<file path="src/rtl/qrs_pkg.sv">
// Shared types and constants for the QRS boundary-refinement sequencer.
package qrs_pkg;

    localparam int CNT1_W = 4;
    localparam int CNT2_W = 9;

    // Refinement commit point, also decoded by the refinement datapath.
    localparam logic [CNT1_W-1:0] REF_C1 = 4'd2;
    localparam logic [CNT2_W-1:0] REF_C2 = 9'd1;

    typedef enum logic [1:0] {
        ST_IDLE  = 2'd0,
        ST_QFILL = 2'd1,
        ST_SFILL = 2'd2,
        ST_ALIGN = 2'd3
    } qrs_state_e;

endpackage

</file>
<file path="src/rtl/qrs_tick_counter.sv">
// Two-level sample counter: count1 is the decimation phase, count2 the decimated tick index.
module qrs_tick_counter
    import qrs_pkg::*;
#(
    parameter int DECIM = 8
) (
    input  logic              clk,
    input  logic              nReset,
    input  logic              inc,
    input  logic              clr,
    output logic [CNT1_W-1:0] count1,
    output logic [CNT2_W-1:0] count2,
    output logic              wrap
);

    localparam logic [CNT1_W-1:0] LAST_C1 = CNT1_W'(DECIM - 1);

    // High when the next increment wraps count1 and advances count2.
    assign wrap = (count1 == LAST_C1);

    // Prescaler: clear has priority, otherwise advance on each counted sample.
    always_ff @(posedge clk or negedge nReset) begin
        // NOTE: state is updated with non-blocking assignments so every flop samples pre-edge values.
        if (!nReset) begin
            count1 <= '0;
            count2 <= '0;
        end else if (clr) begin
            count1 <= '0;
            count2 <= '0;
        end else if (inc) begin
            if (wrap) begin
                count1 <= '0;
                count2 <= count2 + 1'b1;
            end else begin
                count1 <= count1 + 1'b1;
            end
        end
    end

endmodule

</file>
<file path="src/rtl/qrs_refine_sequencer.sv">
// Sequences Q-window fill, S-window fill and the refinement commit for one detected beat.
module qrs_refine_sequencer
    import qrs_pkg::*;
#(
    parameter int DECIM    = 8,
    parameter int QWIN_LEN = 32,
    parameter int SWIN_LEN = 48
) (
    input  logic              clk,
    input  logic              nReset,
    input  logic              sample_valid,
    input  logic              r_peak,
    input  logic              abort,
    input  logic              clr_ovr,
    output logic [CNT1_W-1:0] count1,
    output logic [CNT2_W-1:0] count2,
    output logic              qwindow1_full,
    output logic              swindow1_full,
    output logic              refine_strobe,
    output logic              busy,
    output logic              done,
    output logic              overrun
);

    localparam logic [CNT2_W-1:0] Q_LAST = CNT2_W'(QWIN_LEN - 1);
    localparam logic [CNT2_W-1:0] S_LAST = CNT2_W'(SWIN_LEN - 1);

    qrs_state_e state_q, state_d;
    logic       q_full_q, q_full_d;
    logic       s_full_q, s_full_d;
    logic       done_q, done_d;
    logic       overrun_q;
    logic       cnt_inc, cnt_clr, at_wrap, tick_wrap, at_commit;

    qrs_tick_counter #(.DECIM(DECIM)) u_tick (
        .clk    (clk),
        .nReset (nReset),
        .inc    (cnt_inc),
        .clr    (cnt_clr),
        .count1 (count1),
        .count2 (count2),
        .wrap   (at_wrap)
    );

    assign tick_wrap = sample_valid && at_wrap;
    // Commit is a decode of registered state/counts; the sample arriving in that cycle is dropped.
    assign at_commit = (state_q == ST_ALIGN) && (count1 == REF_C1) && (count2 == REF_C2);
    assign cnt_inc   = sample_valid && !at_commit;

    // Next-state, window-flag and counter-clear decode.
    always_comb begin
        // NOTE: every signal written here gets a default first so no latch is inferred.
        state_d       = state_q;
        q_full_d      = q_full_q;
        s_full_d      = s_full_q;
        done_d        = 1'b0;
        cnt_clr       = 1'b0;
        refine_strobe = 1'b0;
        if (abort) begin
            state_d  = ST_IDLE;
            q_full_d = 1'b0;
            s_full_d = 1'b0;
            cnt_clr  = 1'b1;
        end else begin
            case (state_q)
                ST_IDLE: begin
                    q_full_d = 1'b0;
                    s_full_d = 1'b0;
                    cnt_clr  = 1'b1;
                    if (r_peak) state_d = ST_QFILL;
                end
                ST_QFILL: begin
                    if (tick_wrap && count2 == Q_LAST) begin
                        q_full_d = 1'b1;
                        cnt_clr  = 1'b1;
                        state_d  = ST_SFILL;
                    end
                end
                ST_SFILL: begin
                    if (tick_wrap && count2 == S_LAST) begin
                        s_full_d = 1'b1;
                        cnt_clr  = 1'b1;
                        state_d  = ST_ALIGN;
                    end
                end
                ST_ALIGN: begin
                    if (at_commit) begin
                        refine_strobe = 1'b1;
                        done_d        = 1'b1;
                        q_full_d      = 1'b0;
                        s_full_d      = 1'b0;
                        cnt_clr       = 1'b1;
                        state_d       = ST_IDLE;
                    end
                end
                default: begin
                    state_d = ST_IDLE;
                    cnt_clr = 1'b1;
                end
            endcase
        end
    end

    // State, window flags and the one-clock done pulse.
    always_ff @(posedge clk or negedge nReset) begin
        if (!nReset) begin
            state_q  <= ST_IDLE;
            q_full_q <= 1'b0;
            s_full_q <= 1'b0;
            done_q   <= 1'b0;
        end else begin
            state_q  <= state_d;
            q_full_q <= q_full_d;
            s_full_q <= s_full_d;
            done_q   <= done_d;
        end
    end

    // Sticky overrun: an R-peak while busy sets it, and setting wins over clr_ovr.
    always_ff @(posedge clk or negedge nReset) begin
        if (!nReset)                     overrun_q <= 1'b0;
        else if (r_peak && busy)         overrun_q <= 1'b1;
        else if (clr_ovr)                overrun_q <= 1'b0;
    end

    assign busy          = (state_q != ST_IDLE);
    assign qwindow1_full = q_full_q;
    assign swindow1_full = s_full_q;
    assign done          = done_q;
    assign overrun       = overrun_q;

endmodule

</file>
<file path="config.mk">
export PLATFORM = sky130hd
export DESIGN_NAME = qrs_refine_sequencer
export DESIGN_NICKNAME = d
export VERILOG_FILES = /design/src/rtl/qrs_pkg.sv /design/src/rtl/qrs_tick_counter.sv /design/src/rtl/qrs_refine_sequencer.sv
export SDC_FILE = /design/constraint.sdc
export NUM_CORES = 1
export LEC_CHECK = 0
export BUFFER_PORTS_ARGS = -buffer_cell sky130_fd_sc_hd__buf_2
export CAP_MARGIN = 20
export CORE_UTILIZATION = 55
export DETAILED_ROUTE_END_ITERATION = 10
export GPL_ROUTABILITY_DRIVEN = 0
export GPL_TIMING_DRIVEN = 0
export PLACE_DENSITY_LB_ADDON = 0.05
export RECOVER_POWER = 100
export SYNTH_ARGS = -nofsm -noshare
export SYNTH_HDL_FRONTEND = slang
export SYNTH_SLANG_ARGS = --single-unit
</file>
<file path="constraint.sdc">
create_clock -name clk -period 5 [get_ports clk]
set_clock_uncertainty 0.2 [all_clocks]
set_input_delay 0.25 -clock clk [delete_from_list [all_inputs] [get_ports clk]]
set_output_delay 0.25 -clock clk [all_outputs]
set_load 0.005 [all_outputs]
</file>
==> impl_results.md <==
- DR pass1 iterations: 4
- Critical Path Sink Type: flip-flop
- Leak: 0.000665 uW
- Crit path launch type: flip-flop
- Peak VDD IR: 0.164 mV
- CP Data Arrival Time: 2.61 ns
- Hold Path Cell Cnt: 3
- Achievable frequency: 379 MHz
- Commonest non-fill, non-tap cells in the layout: dfrtp_1 (19), buf_2 (16), nor2_1 (15)
- Finished Cell Area: 1400 um^2
- Yosys reg bits: 19
- Seq/Total Area, Yosys: 0.394
- Worst skew pair latency: 0.31 ns
- Worst EP required: 4.98 ns
- Crit path kind: flip-flop to flip-flop
- Top_reg_cell synth: dfrtp_1
- Largest family of logic cells by synthesized area: simple AND/OR/NAND/NOR gates
- Worst-Margin Slew: 1.03 ns
- PwrDens: 274 nW/um^2
- Buffers on Ports: 23
- Antenna cells: 0
- Routed Antenna Nets: 0
- Final Hold Viols: 0
- Post-Syn Area: 1210 um^2
- Maxcap violations: 0
- PostCTS Resize Cnt: 0
- Synth area leader: dfrtp_1
- Hold buffer count at CTS: 3
- CTS clk-pin slew, worst paths: 0.12 ns
- Largest net degree at the start of global routing: 20
- Clock sinks: 19
- Vias/cell: 5.96
- RSZ-0062 raised after global routing: no
- Mux cell area share after synthesis: 0.0166
- Chip Width: 48.9 um
- DP HPWL: 1960 um
- Vias: 1109
- H-tree Lvls: 1
- Slew Limit Headroom: 0.316
- Root Driver: clkbuf_4
- Nets: 174
- Distinct cells, synth: 42
- Row cnt: 16
- Layout cells sized above 1: 0.157
- First-pass GRT wire length: 4870 um
- Synth warn: 0
- Setup TNS Final: 0 ns
- Commonest non-fill, non-tap cell in the layout: dfrtp_1
- Synth Area in Compound Gates: 0.150
- Area grow syn2layout: 16.3%
- Min-Delay Path Class: primary input to flip-flop
- DRC: 0
- Gr usage total: 0.265
- Die H: 48.9 um
- CTS tree: yes
- Status: finished, final reports clean
- Syn Inst Count: 129
- Drt total wl: 2710 um
- Number of global-route vias before repair: 1076
- Synth Area in Simple Gates: 0.245
- Post-Synth XOR/XNOR Area: 0.0508
- Post-layout min period: 2.64 ns
- Routed WL per cell: 14.6 um
- Filler Cell Count: 165
- Post-CTS Setup Bufs: 0
- Largest fanout on the critical path: 10
- Placed Area: 1360 um^2
- Fin crit share: 0.527
- Largest cells by area after synthesis: dfrtp_1 (39%), ha_1 (8.3%), nand4_1 (5.7%), xor2_1 (5.1%), nor2_1 (4.7%)
- EDFF count, synth: 0
- Initial antenna violation count: 0
- Synthesized area per cell: 9.36 um^2
- Starting Density: 0.597
- Ys async rst share: 1.00
- GR Overflow Total: 0
- Adder-Cell Fraction of Synth Area: 0.0829
- DRT iter0 DRCs: 20
- Total CTS buffers: 3
- R2R cell count: 7
- Post-synth top area share: 0.394
- Pins over their slew limit: 0
- Ports: 25
- Max Root-Sink Buffers: 2
- Core footprint: 2020 um^2
- Setup Viol. Count Final: 0
- Syn nets: 143
- Die area: 2390 um^2
==> metal layers <==
metal	part of all wire	vias up	global-route usage
li1	-	533	-
met1	0.47	538	0.349
met2	0.48	36	0.442
met3	0.043	2	0.0467
met4	0.0063	0	0.0833
met5	0	-	0
==> synth_stat cells (all sizes together) (2+ instances only) <==
cell and n:
dfrtp 19, nor2 15, inv 11, nand4 11, ha 8, xor2 7, nand2 5, a21oi 4
o211ai 4, buf 3, clkbuf 3, nand3 3, or3 3, a41oi 2, and3 2, and3b 2
mux2i 2, o31a 2
==> state kept, by name, indices dropped and copies added (netlist names) <==
signal         cells
u_tick.count1      4
done               1
u_tick.count2      9
overrun            1
swindow1_full      1
qwindow1_full      1
state_q            2
==> kinds of logic (layout without fill, tap and decap cells) <==
| kind of cell | Yosys count | count (layout) |
|---|---|---|
| AND/OR/NAND/NOR | 52 | 52 |
| AO/OA/AOI/OAI | 24 | 24 |
| flip-flops | 19 | 19 |
| buffers and inverters | 17 | 47 |
| adder cells (fa/ha/maj) | 8 | 8 |
| XOR/XNOR | 7 | 7 |
| multiplexers | 2 | 2 |
==> worst max-delay path, cell delays in order, from the launching register on <==
cell	delay, ns
dfrtp_1	0.44
ha_1	0.25
and4b_1	0.20
clkbuf_1	0.32
nand4_1	0.13
o211ai_1	0.40
clkbuf_1	0.44
nor2_1	0.11
==> final timing paths <==
| kind | start | end | slack [ns] |
|---|---|---|---|
| min | r_peak | overrun$_DFFE_PN0P_ | 0.03 |
| min in group asynchronous | nReset | done$_DFF_PN0_ | 0.42 |
| max reg2reg | u_tick.count1[0]$_DFFE_PN0P_ | u_tick.count1[1]$_DFFE_PN0P_ | 2.36 |
| min reg2reg | overrun$_DFFE_PN0P_ | overrun$_DFFE_PN0P_ | 0.34 |
| max in group asynchronous | nReset | u_tick.count2[6]$_DFFE_PN0P_ | 3.56 |
| max | u_tick.count1[0]$_DFFE_PN0P_ | u_tick.count1[1]$_DFFE_PN0P_ | 2.36 |
==> area by class of cell <==
| class | count | area [um^2] | share of cell area |
|---|---|---|---|
| multi-input cells | 93 | 658 | 0.469 |
| flip-flops and latches | 19 | 475 | 0.339 |
| repair buffers | 26 | 136 | 0.0971 |
| inverters | 11 | 41.3 | 0.0294 |
| well taps | 27 | 33.8 | 0.0241 |
| plain buffers | 6 | 31.3 | 0.0223 |
| clock buffers | 3 | 22.5 | 0.0160 |
| clock inverters | 1 | 5.00 | 0.00357 |
==> report_power, final <==
part | switching, uW | total, uW | internal (uW)
clock | 51.9 | 81.8 | 29.9
sequential | 12.9 | 178 | 165
combinational | 77.2 | 125 | 47.5
==> per-stage QoR <==
step / total power [uW] / hold slack [ns] / std cells / setup WS, ns / util
2_1_floorplan: 264 / -0.246 / 129 / 2.86 / -
3_3_place_gp: 298 / 0.0109 / 179 / 2.66 / 0.671
3_5_place_dp: 304 / 0.0135 / 179 / 2.60 / 0.671
4_1_cts: 385 / 0.0161 / 186 / 2.58 / 0.699
5_1_grt: 413 / 0.0180 / 186 / 2.15 / 0.694
6_report: 384 / 0.0279 / 186 / 2.36 / 0.694
Note: power is estimated with default switching activity, not from simulation.
